**src/rtl/output_buffer_pkg.sv**
```systemverilog
// Shared definitions for the output buffer controller: FSM states,
// pending-load mode encodings and the default mapping-group count.
package output_buffer_pkg;

    // Number of 32-bit mapping groups unloaded per compute result.
    localparam int NUM_GROUPS = 32;

    // Controller sequencing states.
    typedef enum logic [2:0] {
        ST_IDLE       = 3'd0,
        ST_WAIT_FLASH = 3'd1,
        ST_WR0        = 3'd2,
        ST_WR1        = 3'd3,
        ST_WR2        = 3'd4,
        ST_ZP         = 3'd5,
        ST_LOAD       = 3'd6,
        ST_DONE       = 3'd7
    } state_e;

    // Pending load mode reported on before_load_mode_o.
    localparam logic [1:0] BLM_NONE   = 2'd0;
    localparam logic [1:0] BLM_READ   = 2'd1;
    localparam logic [1:0] BLM_PIM    = 2'd2;
    localparam logic [1:0] BLM_PIM_ZP = 2'd3;

    // A requested bit-iteration count of 0 stands for the full 8 iterations.
    function automatic logic [3:0] eff_bits(input logic [3:0] n);
        return (n == 4'd0) ? 4'd8 : n;
    endfunction

endpackage

```
**src/rtl/output_buffer_ctrl.sv**
```systemverilog
// Output buffer controller: sequences eFlash results into the output
// buffers (read path or bit-serial compute path with optional zero point)
// and then serves RISC-V load requests, one beat per mapping group.
module output_buffer_ctrl #(
    parameter int NUM_GROUPS = output_buffer_pkg::NUM_GROUPS
) (
    input  logic       clk_i,
    input  logic       rst_i,
    input  logic       start_i,
    input  logic [2:0] pim_mode_i,
    input  logic [3:0] num_bits_i,
    input  logic       zp_cfg_i,
    input  logic       flash_valid_i,
    input  logic       load_req_i,
    output logic       buf_write_en_0_o,
    output logic       buf_write_en_1_o,
    output logic       buf_write_en_2_o,
    output logic       buf_read_en_o,
    output logic       shift_counter_en_o,
    output logic       zero_point_en_o,
    output logic       load_en_o,
    output logic [5:0] load_cnt_o,
    output logic [1:0] before_load_mode_o,
    output logic       load_valid_o,
    output logic       load_last_o,
    output logic       busy_o,
    output logic       done_o
);
    import output_buffer_pkg::*;

    // Final load index in compute mode; read mode always unloads a single beat.
    localparam logic [5:0] LAST_PIM_IDX = 6'(NUM_GROUPS - 1);

    state_e     state_q, state_d;
    logic       compute_q, compute_d;
    logic [3:0] nbits_q, nbits_d;
    logic       zp_q, zp_d;
    logic [3:0] bit_cnt_q, bit_cnt_d;
    logic [5:0] load_idx_q, load_idx_d;
    logic [1:0] bl_mode_q, bl_mode_d;
    logic       load_valid_q, load_valid_d;
    logic       load_last_q, load_last_d;

    logic [3:0] bit_cnt_inc;
    logic [5:0] last_idx;
    logic       load_fire;
    logic       at_last;

    assign bit_cnt_inc = bit_cnt_q + 4'd1;
    assign last_idx    = compute_q ? LAST_PIM_IDX : 6'd0;
    assign load_fire   = (state_q == ST_LOAD) && load_req_i;
    assign at_last     = (load_idx_q == last_idx);

    // Next-state, counter and latched-configuration logic.
    always_comb begin
        // NOTE: every signal gets a hold default first so no path can infer a latch.
        state_d      = state_q;
        compute_d    = compute_q;
        nbits_d      = nbits_q;
        zp_d         = zp_q;
        bit_cnt_d    = bit_cnt_q;
        load_idx_d   = load_idx_q;
        bl_mode_d    = bl_mode_q;
        // The output buffer registers its select, so valid/last trail the load by one cycle.
        load_valid_d = load_fire;
        load_last_d  = load_fire && at_last;

        case (state_q)
            ST_IDLE: begin
                if (start_i) begin
                    state_d    = ST_WAIT_FLASH;
                    compute_d  = |pim_mode_i;
                    nbits_d    = eff_bits(num_bits_i);
                    zp_d       = zp_cfg_i;
                    bit_cnt_d  = 4'd0;
                    load_idx_d = 6'd0;
                end
            end
            ST_WAIT_FLASH: begin
                if (flash_valid_i) begin
                    state_d = compute_q ? ST_WR1 : ST_WR0;
                end
            end
            ST_WR0: begin
                state_d   = ST_LOAD;
                bl_mode_d = BLM_READ;
            end
            ST_WR1: begin
                state_d = ST_WR2;
            end
            ST_WR2: begin
                bit_cnt_d = bit_cnt_inc;
                if (bit_cnt_inc < nbits_q) begin
                    state_d = ST_WAIT_FLASH;
                end else if (zp_q) begin
                    state_d = ST_ZP;
                end else begin
                    state_d   = ST_LOAD;
                    bl_mode_d = BLM_PIM;
                end
            end
            ST_ZP: begin
                state_d   = ST_LOAD;
                bl_mode_d = BLM_PIM_ZP;
            end
            ST_LOAD: begin
                if (load_req_i) begin
                    // The index parks on the final beat instead of wrapping.
                    if (at_last) begin
                        state_d = ST_DONE;
                    end else begin
                        load_idx_d = load_idx_q + 6'd1;
                    end
                end
            end
            ST_DONE: begin
                state_d    = ST_IDLE;
                bl_mode_d  = BLM_NONE;
                load_idx_d = 6'd0;
            end
            default: begin
                state_d = ST_IDLE;
            end
        endcase
    end

    // State registers; reset returns everything to idle immediately.
    always_ff @(posedge clk_i or posedge rst_i) begin
        // NOTE: non-blocking assignments keep all flops updating from pre-edge values.
        if (rst_i) begin
            state_q      <= ST_IDLE;
            compute_q    <= 1'b0;
            nbits_q      <= 4'd0;
            zp_q         <= 1'b0;
            bit_cnt_q    <= 4'd0;
            load_idx_q   <= 6'd0;
            bl_mode_q    <= BLM_NONE;
            load_valid_q <= 1'b0;
            load_last_q  <= 1'b0;
        end else begin
            state_q      <= state_d;
            compute_q    <= compute_d;
            nbits_q      <= nbits_d;
            zp_q         <= zp_d;
            bit_cnt_q    <= bit_cnt_d;
            load_idx_q   <= load_idx_d;
            bl_mode_q    <= bl_mode_d;
            load_valid_q <= load_valid_d;
            load_last_q  <= load_last_d;
        end
    end

    // Strobes decode straight from the registered state, so reset clears them at once.
    assign buf_write_en_0_o   = (state_q == ST_WR0);
    assign buf_write_en_1_o   = (state_q == ST_WR1);
    assign buf_write_en_2_o   = (state_q == ST_WR2);
    assign shift_counter_en_o = (state_q == ST_WR2);
    assign zero_point_en_o    = (state_q == ST_ZP);
    assign load_en_o          = load_fire;
    assign buf_read_en_o      = load_fire && compute_q;
    assign load_cnt_o         = load_idx_q;
    assign before_load_mode_o = bl_mode_q;
    assign load_valid_o       = load_valid_q;
    assign load_last_o        = load_last_q;
    assign busy_o             = (state_q != ST_IDLE);
    assign done_o             = (state_q == ST_DONE);

endmodule

```
**config.mk**
```make
export PLATFORM = sky130hd
export DESIGN_NAME = output_buffer_ctrl
export DESIGN_NICKNAME = d
export VERILOG_FILES = /design/src/rtl/output_buffer_pkg.sv /design/src/rtl/output_buffer_ctrl.sv
export SDC_FILE = /design/constraint.sdc
export NUM_CORES = 1
export LEC_CHECK = 0
export CELL_PAD_IN_SITES_DETAIL_PLACEMENT = 2
export CELL_PAD_IN_SITES_GLOBAL_PLACEMENT = 2
export CORE_ASPECT_RATIO = 1.25
export CORE_UTILIZATION = 31
export DETAILED_ROUTE_END_ITERATION = 8
export MAX_ROUTING_LAYER = met4
export PLACE_DENSITY_LB_ADDON = 0.1
export SYNTH_ARGS = -nofsm -noshare
export SYNTH_HDL_FRONTEND = slang
export SYNTH_SLANG_ARGS = --single-unit
```
**constraint.sdc**
```tcl
create_clock -name clk_i -period 4.1 [get_ports clk_i]
set_input_delay 0.41 -clock clk_i [delete_from_list [all_inputs] [get_ports clk_i]]
set_output_delay 0.41 -clock clk_i [all_outputs]
set_load 0.005 [all_outputs]
```
# ---- Yosys cells after proc, flatten, opt, wreduce, memory -nomap -nowiden
# Index checks and enable logic that the tools add are counted.
dict set report word_totals {
  register_bits 23
}
dict set report op_classes {
  add_sub_neg 2
  order_cmp 1
  eq_ne 15
  mux 19
  reduce_logical 16
}
# cell count
set op_table {}
lappend op_table {{3-bit one-hot mux with 7 select lines} 1}
lappend op_table {{6-bit two-way mux} 3}
lappend op_table {{6-bit one-hot mux with 3 select lines} 1}
lappend op_table {{3-bit two-way mux} 5}
lappend op_table {{2-bit != test (second input constant)} 7}
lappend op_table {{3-bit == test (second input constant)} 4}
lappend op_table {{4-bit two-way mux} 2}
lappend op_table {{2-bit one-hot mux with 4 select lines} 1}
lappend op_table {{4-bit one-hot mux with 2 select lines} 1}
lappend op_table {{4-bit AND reduction} 2}
lappend op_table {{6-bit by 1-bit adder with 6-bit output (second input constant)} 1}
lappend op_table {{3-bit by 2-bit == test with 1-bit output (second input constant)} 2}
lappend op_table {{6-bit by 5-bit == test with 1-bit output} 1}
lappend op_table {{2-bit two-way mux} 3}
lappend op_table {{3-bit nonzero test} 2}
lappend op_table {{5-bit two-way mux} 1}
lappend op_table {{4-bit by 1-bit adder with 4-bit output (second input constant)} 1}
lappend op_table {{4-bit zero test} 1}
lappend op_table {{4-bit less-than comparator} 1}
lappend op_table {{2-bit AND reduction} 2}
lappend op_table {{4-bit nonzero test} 1}
lappend op_table {{3-bit by 1-bit == test with 1-bit output (second input constant)} 1}
lappend op_table {{1-bit logical AND} 3}
lappend op_table {{3-bit zero test} 1}
lappend op_table {{5 further kinds} 5}

# ---- Logic depth before layout (Yosys ltp)
# Gate-level depths: netlist of run 1.
dict set report depth {
  word_depth 5
  mapped_depth 8
  ltp_nobuf 8
}

# ---- Worst setup path after synthesis of run 1
# No wires, ideal clock.
dict set report synth_path {
  path_kind {reg-to-reg}
  startpoint {reg bit_cnt_q[0]}
  endpoint {reg bl_mode_q[1] (netlist: before_load_mode_o[1])}
  setup_ns 0.133
  arrival_time_ns 1.881
  required_time_ns 3.967
  setup_slack_ns 2.086
  stages_incl_launch_ff 9
  path_cell_list {dfrtp_1 ha_1 xor2_1 ha_1 or3_1 o22ai_1 o21ai_0 a21oi_1 o21ai_0}
}
dict set report synth_via {
  elab_chain_cells 4
}
# item line_no
set synth_lines {}
lappend synth_lines {{start: declaration} output_buffer_ctrl.sv:38} ;# logic [3:0] bit_cnt_q, bit_cnt_d;
lappend synth_lines {{start signal: assignment} output_buffer_ctrl.sv:145} ;# bit_cnt_q <= bit_cnt_d;
lappend synth_lines {{4-bit by 1-bit adder with 4-bit output} output_buffer_ctrl.sv:49} ;# assign bit_cnt_inc = bit_cnt_q + 4'd1;
lappend synth_lines {{4-bit less-than comparator} output_buffer_ctrl.sv:93} ;# if (bit_cnt_inc < nbits_q) begin
lappend synth_lines {{2-bit != test (no line)} --}
lappend synth_lines {{3-bit AND reduction (no line)} --}
lappend synth_lines {{end signal: assignment} output_buffer_ctrl.sv:147} ;# bl_mode_q <= bl_mode_d;
lappend synth_lines {{end: declaration} output_buffer_ctrl.sv:40} ;# logic [1:0] bl_mode_q, bl_mode_d;
# Every way passes these cells.
# A chain may end at the register's enable or synchronous reset.

# ---- Final worst setup path of run 1
dict set report layout_path {
  startpoint {reg state_q[2]}
  endpoint {out load_en_o}
}
dict set report layout_via {
  elab_chain_cells 2
}
# item line_no
set layout_lines {}
lappend layout_lines {{start: declaration} output_buffer_ctrl.sv:34} ;# state_e state_q, state_d;
lappend layout_lines {{start signal: assignment} output_buffer_ctrl.sv:141} ;# state_q <= state_d;
lappend layout_lines {{3-bit == test} output_buffer_ctrl.sv:51} ;# assign load_fire = (state_q == ST_LOAD) && load_req_i;
lappend layout_lines {{1-bit logical AND} output_buffer_ctrl.sv:51}
lappend layout_lines {{end: declaration} output_buffer_ctrl.sv:21} ;# output logic load_en_o,
# Every way passes these cells.

==> results of run 1 <==
stage by stage:
stage               power, mW  setup WS [ns]
floorplan              0.8157          2.086
global placement        1.030          1.583
detailed placement      1.065          1.485
CTS                     1.225          1.273
global route            1.312          1.101
finish                  1.199          1.344
state kept, by name, summed over array words and instances (netlist names):
register            cells
before_load_mode_o      2
load_valid_o            1
state_q                 3
nbits_q                 4
load_last_o             1
zp_q                    1
load_cnt_o              6
compute_q               1
bit_cnt_q               4
cells by family after synthesis:
family                     after synthesis  synth area share
AOI/OAI and AO/OA                       31            0.1703
DFF                                     23            0.4327
muxes                                    6           0.04892
xor gates and xnor gates                 3           0.01976
and+or+nand+nor                         59            0.2286
buffers and inverters                   17           0.05268
adders and majority gates                5           0.04704
final timing paths:
kind,startpoint,end,cells past startpoint
worst min register to register,before_load_mode_o[0],before_load_mode_o[0],1
worst max register to register,bit_cnt_q[0],before_load_mode_o[1],8
worst min-delay path,before_load_mode_o[0],before_load_mode_o[0],1
min in group asynchronous,rst_i,load_last_o,2
worst max-delay path,state_q[2],load_en_o,3
max in group asynchronous,rst_i,load_cnt_o[3],2
metal layers:
layer,up-vias,track usage,routed length (microns)
met5,-,-,0
met4,0,0.07576,29
met3,2,0.03608,103
met2,19,0.3321,2034
met1,568,0.2147,1550
li1,571,-,-
synth_stat cells (all sizes together):
| cell | n |
|---|---|
| a211o | 1 |
| a211oi | 1 |
| a21boi | 1 |
| a21o | 1 |
| a21oi | 7 |
| a221oi | 1 |
| and2 | 2 |
| and3 | 1 |
| and3b | 2 |
| buf | 3 |
| clkbuf | 3 |
| dfrtp | 23 |
| ha | 5 |
| inv | 11 |
| mux2 | 4 |
| mux2i | 2 |
| nand2 | 15 |
| nand2b | 1 |
| nand3 | 7 |
| nand4 | 1 |
| nor2 | 11 |
| nor2b | 2 |
| nor3 | 8 |
| nor3b | 2 |
| nor4 | 3 |
| o211ai | 4 |
| o21a | 1 |
| o21ai | 6 |
| o22a | 1 |
| o22ai | 2 |
| o31ai | 4 |
| o32a | 1 |
| or2 | 1 |
| or3 | 1 |
| or4 | 2 |
| xnor2 | 1 |
| xor2 | 2 |
final cells by class:
class	count	area (sq um)
clock buffers	3	41.29
well taps	56	70.07
flip-flops and latches	23	575.6
repair buffers	31	310.3
multi-input cells	104	684.4
fillers	477	2369
inverters	11	41.29
clock inverters	1	7.507
power by group:
| group | switching (mW) | leakage, nW | total (mW) | internal, mW |
|---|---|---|---|---|
| logic | 0.292 | 0.431 | 0.605 | 0.313 |
| registers | 0.129 | 0.289 | 0.444 | 0.316 |
| clock network | 0.0816 | 0.0217 | 0.151 | 0.0690 |
critical path, cell delays in order, from the launching register on:
cell and delay, ns:
dfrtp_1 0.62, nand2_1 0.31, nor3_1 0.53, clkdlybuf4s50_1 0.62
==> out/summary.txt, run 1 <==
Synth Instances - 144
Cell Count Post-Placement - 225
DIE WIDTH - 60.59 microns
Yosys top cell by area - dfrtp_1
most frequent cells in the layout - 31 x clkdlybuf4s50_1, 23 x dfrtp_1, 15 x nand2_1
Max Freq - 362.9 MHz
Routed WL per cell - 16.23 microns
CP Launch Type - flip-flop
Root Driver - clkbuf_8
ranking of synthesized cells by area - dfrtp_1 43%, ha_1 4.7%, nand2_1 4.2%
post-CTS setup buffers - 0
setup_tns - 0 ns
Slew @ Worst Pin - 0.9154 ns
io pins - 32
Worst IR Drop VDD - 0.2406 mV
final core utilization - 0.4222
reg2reg setup slack - 1.77 ns
Yosys warnings - 0
post-synthesis sequential area ratio - 0.4327
GPL Wtd Cong - 0.8381
CTS H-Tree Depth - 1
antenna viol nets, final - 0
Remaining DRCs - 0
Port Buf Inserts - 31
CP Class - flip-flop to primary output
Final Cell Area - 1730 sq um
GR Util All Layers - 0.1917
Critical Path RT - 3.69 ns
Netlist cell types - 42
area grow syn2layout - 30.10%
CP Max Fanout - 15
Critical Path End Type - primary output
largest net degree at the start of global routing - 24
Final Hold Fails - 0
Max-slew headroom - 0.3891
hold buffer count at CTS - 0
commonest non-fill, non-tap cell in the layout - clkdlybuf4s50_1
routed wire length - 3717 microns
Final Net Count - 192
Net Count, Synth - 162
CTS buffer count - 3
status - completed
syn_area_per_cell - 9.236 sq um
number of global-route vias before repair - 1,222
layout cells sized above 1 - 0.08092
RSZ-0062 raised after global routing - false
setup violators final - 0
die height - 75.24 microns
drt via density - 5.066
Cell Rows - 26
minimum clock period - 2.756 ns
diode count - 0
pwr dens - 693.2 nW/um^2
Cell Area, Placed - 1682 sq um
hold_ws - 0.5232 ns
vias post-DR - 1,160
Worst Skew - 0.006177 ns
1st-iter DRT viols - 37
post-CTS sizing - 0
area of the core - 4099 sq um
worst skew pair latency - 0.27 ns
Synth top area share - 0.4327
first-pass GRT wire length - 6016 microns
Worst EP arrival - 2.35 ns
initial antenna violation count - 0
post-synthesis cell area - 1330 sq um
Max-Cap Viols - 0
total gr overflow - 0
final cell count without fillers - 229
DIE AREA - 4558 sq um
Starting Density - 0.3245
period utilization - 0.6721
clk sinks - 23
Clock transition at path regs - 0.09 ns
post-DP HPWL - 2830 microns
Hold WC Path Type - flip-flop to flip-flop
flops & latches, synth - 23
Pre-antenna DRT Iters - 3
Slew Viols, Final - 0
Pleak - 0.7410 nW
CTS tree - built
maximum clock insertion buffer count - 2
Note: power is estimated with default switching activity, not from simulation.
==> run 2: changes to the inputs <==
--- a/config.mk
+++ b/config.mk
@@ -8,7 +8,7 @@
 export CELL_PAD_IN_SITES_DETAIL_PLACEMENT = 2
 export CELL_PAD_IN_SITES_GLOBAL_PLACEMENT = 2
 export CORE_ASPECT_RATIO = 1.25
-export CORE_UTILIZATION = 31
+export CORE_UTILIZATION = 26
 export DETAILED_ROUTE_END_ITERATION = 8
 export MAX_ROUTING_LAYER = met4
 export PLACE_DENSITY_LB_ADDON = 0.1
==> constraint.sdc (replaced) <==
create_clock -name clk_i -period 2.35 [get_ports clk_i]
set_input_delay 0.235 -clock clk_i [delete_from_list [all_inputs] [get_ports clk_i]]
set_output_delay 0.235 -clock clk_i [all_outputs]
set_load 0.005 [all_outputs]
==> run 2 against run 1 <==
- die area rose by 19%
- utilization down 4.9 points
- largest cell class unchanged
- register-to-register slack worse by 1.5 ns
- via count up 5.1%
- count of clock-buffer cells in the layout up 1
- combinational power increased by 100%
- highest routed layer unchanged
- global-route usage decreased by 2.7 points
- clock power is 66% higher
- worst setup slack worse by 1.2 ns
- sequential share of layout area is 1.3 points lower
- total power is 83% higher
- sequential power is 64% higher
==> out/summary.txt, run 2 (synthesis results as in run 1) <==
die height - 81.97 microns (was 75.24 microns)
Clock transition at path regs - 0.08 ns (was 0.09 ns)
area of the core - 4835 sq um (was 4099 sq um)
worst setup path end - buf_write_en_2_o (was load_en_o)
1st-iter DRT viols - 36 (was 37)
GPL Wtd Cong - 0.7729 (was 0.8381)
fill count - 563 (was 477)
minimum clock period - 2.189 ns
routed wire length - 3899 microns (was 3717 microns)
post-CTS setup buffers - 0 (unchanged)
most frequent cells in the layout - 31 x clkdlybuf4s50_1, 23 x dfrtp_1, 15 x nand2_1 (unchanged)
CP startpoint - state_q[0] (was state_q[2])
Max Freq - 456.8 MHz
area of the multi-input gates - 694.4 sq um (was 684.4 sq um)
Root Driver - clkbuf_8 (unchanged)
CP cell instances - nor2_1 > nand2_1 > inv_1 > clkdlybuf4s50_1 (was nand2_1 > nor3_1 > clkdlybuf4s50_1)
Critical Path End Type - primary output (unchanged)
Max-Cap Viols - 0 (unchanged)
CTS buffer count - 3 (unchanged)
Final Net Count - 200 (was 192)
drt via density - 5.058 (was 5.066)
first-pass GRT wire length - 6479 microns (was 6016 microns)
max incr delay on CP - 0.61 ns (was 0.62 ns)
number of flip-flops in the largest register - 6 (unchanged)
RSZ-0062 raised after global routing - false (unchanged)
Final WS setup - 0.1610 ns (was 1.344 ns)
Int Pwr - 1.291 mW (was 0.6975 mW)
CTS tree - built (unchanged)
io pins - 32 (unchanged)
Worst Skew - 0.003683 ns (was 0.006177 ns)
period utilization - 0.9315
Switching Share - 0.4122 (was 0.4185)
Starting Density - 0.2751 (was 0.3245)
maximum clock insertion buffer count - 2 (unchanged)
Pleak - 0.7865 nW (was 0.7410 nW)
Slew Viols, Final - 0 (unchanged)
worst skew pair latency - 0.27 ns (about the same)
CP Class - flip-flop to primary output (unchanged)
Port Buf Inserts - 31 (unchanged)
Final Hold Fails - 0 (unchanged)
initial antenna violation count - 0 (unchanged)
number of global-route vias before repair - 1,320 (was 1,222)
sequential power share - 0.331 (was 0.370)
Cell Rows - 28 (was 26)
clk sinks - 23 (unchanged)
Reg2Reg Depth - 8 (unchanged)
NetSw - 0.9057 mW (was 0.5020 mW)
Slew @ Worst Pin - 0.6156 ns (was 0.9154 ns)
area grow syn2layout - 35.47% (was 30.10%)
Worst EP arrival - 1.95 ns (was 2.35 ns)
Register Area - 575.6 sq um (unchanged)
reg2reg setup slack - 0.24 ns (was 1.77 ns)
reg2reg end - before_load_mode_o[1] (unchanged)
Remaining DRCs - 0 (unchanged)
CP Max Fanout - 19 (was 15)
total gr overflow - 0 (unchanged)
GR Util All Layers - 0.1649 (was 0.1917)
Pre-antenna DRT Iters - 4 (was 3)
Slowest cell on crit path - dfrtp_1 (unchanged)
Worst R2R Start - bit_cnt_q[0] (unchanged)
Hold WC Path Type - input pin to asynchronous set/reset pin (was flip-flop to flip-flop)
Routed WL per cell - 16.18 microns (was 16.23 microns)
worst slack at placement - 0.06631 ns (was 1.485 ns)
diode count - 0 (unchanged)
Max-slew headroom - 0.5896 (was 0.3891)
pwr dens - 1219 nW/um^2 (was 693.2 nW/um^2)
layout cells sized above 1 - 0.1271 (was 0.08092)
share of total power in the clock network - 0.114 (was 0.126)
commonest non-fill, non-tap cell in the layout - clkdlybuf4s50_1 (unchanged)
setup_tns - 0 ns (unchanged)
hold buffer count at CTS - 0 (unchanged)
setup violators final - 0 (unchanged)
DIE WIDTH - 65.97 microns (was 60.59 microns)
DIE AREA - 5407 sq um (was 4558 sq um)
vias post-DR - 1,219 (was 1,160)
largest net degree at the start of global routing - 24 (unchanged)
post-CTS sizing - 0 (unchanged)
Worst IR Drop VDD - 0.3727 mV (was 0.2406 mV)
CP Launch Type - flip-flop (unchanged)
antenna viol nets, final - 0 (unchanged)
CTS H-Tree Depth - 1 (unchanged)
Logic pwr share - 0.555 (was 0.504)
Critical Path RT - 2.12 ns (was 3.69 ns)
post-DP HPWL - 3043 microns (was 2830 microns)
status - completed (unchanged)
==> run 2: worst max-delay path, delay by kind of cell (launching register included) <==
family	cells	cell delay (ns)
buffers and inverters	2	0.75
and+or+nand+nor	2	0.32
DFF	1	0.61
==> run 2: final cells by class <==
cell class	instances	share of cell area
multi-input combinational	104	0.3854
sequential	23	0.3194
tap	60	0.04167
clock buffer	4	0.02500
inverter	11	0.02292
timing repair buffer	39	0.2056
==> run 2: routing by layer <==
layer,wire [microns],global-route usage,vias to the layer above
met3,65,0.02083,4
met2,2117,0.2878,18
met1,1678,0.1986,611
li1,-,-,586
met4,38,0.04468,0
met5,0,-,-
==> run 2: stage by stage <==
stage | cells | hold slack, ns | utilization | cell area [sq um] | total power, mW
2_1_floorplan | 144 | 0.2369 | - | 1330 | 1.423
3_3_place_gp | 237 | 0.4976 | 0.3613 | 1747 | 1.887
3_5_place_dp | 237 | 0.5082 | 0.3613 | 1747 | 1.954
4_1_cts | 241 | 0.3219 | 0.3706 | 1792 | 2.219
5_1_grt | 241 | 0.3384 | 0.3727 | 1802 | 2.412
6_report | 241 | 0.3097 | 0.3727 | 1802 | 2.197
==> run 2: power by group through the flow <==
stage / registers [mW] / clock network [mW] / logic [mW]
3_5_place_dp: 0.735 / 0 / 1.22
3_3_place_gp: 0.720 / 0 / 1.17
6_report: 0.728 / 0.251 / 1.22
4_1_cts: 0.728 / 0.267 / 1.22
2_1_floorplan: 0.669 / 0 / 0.754
5_1_grt: 0.754 / 0.285 / 1.37
==> run 2: worst min path at each step <==
stage                          start               endpoint  cells after the start
2_1_floorplan                  rst_i  before_load_mode_o[0]                      1
3_3_place_gp   before_load_mode_o[1]  before_load_mode_o[1]                      2
3_5_place_dp              nbits_q[1]             nbits_q[1]                      1
4_1_cts                        rst_i          load_cnt_o[0]                      3
5_1_grt                        rst_i          load_cnt_o[0]                      3
6_report                       rst_i          load_cnt_o[5]                      3
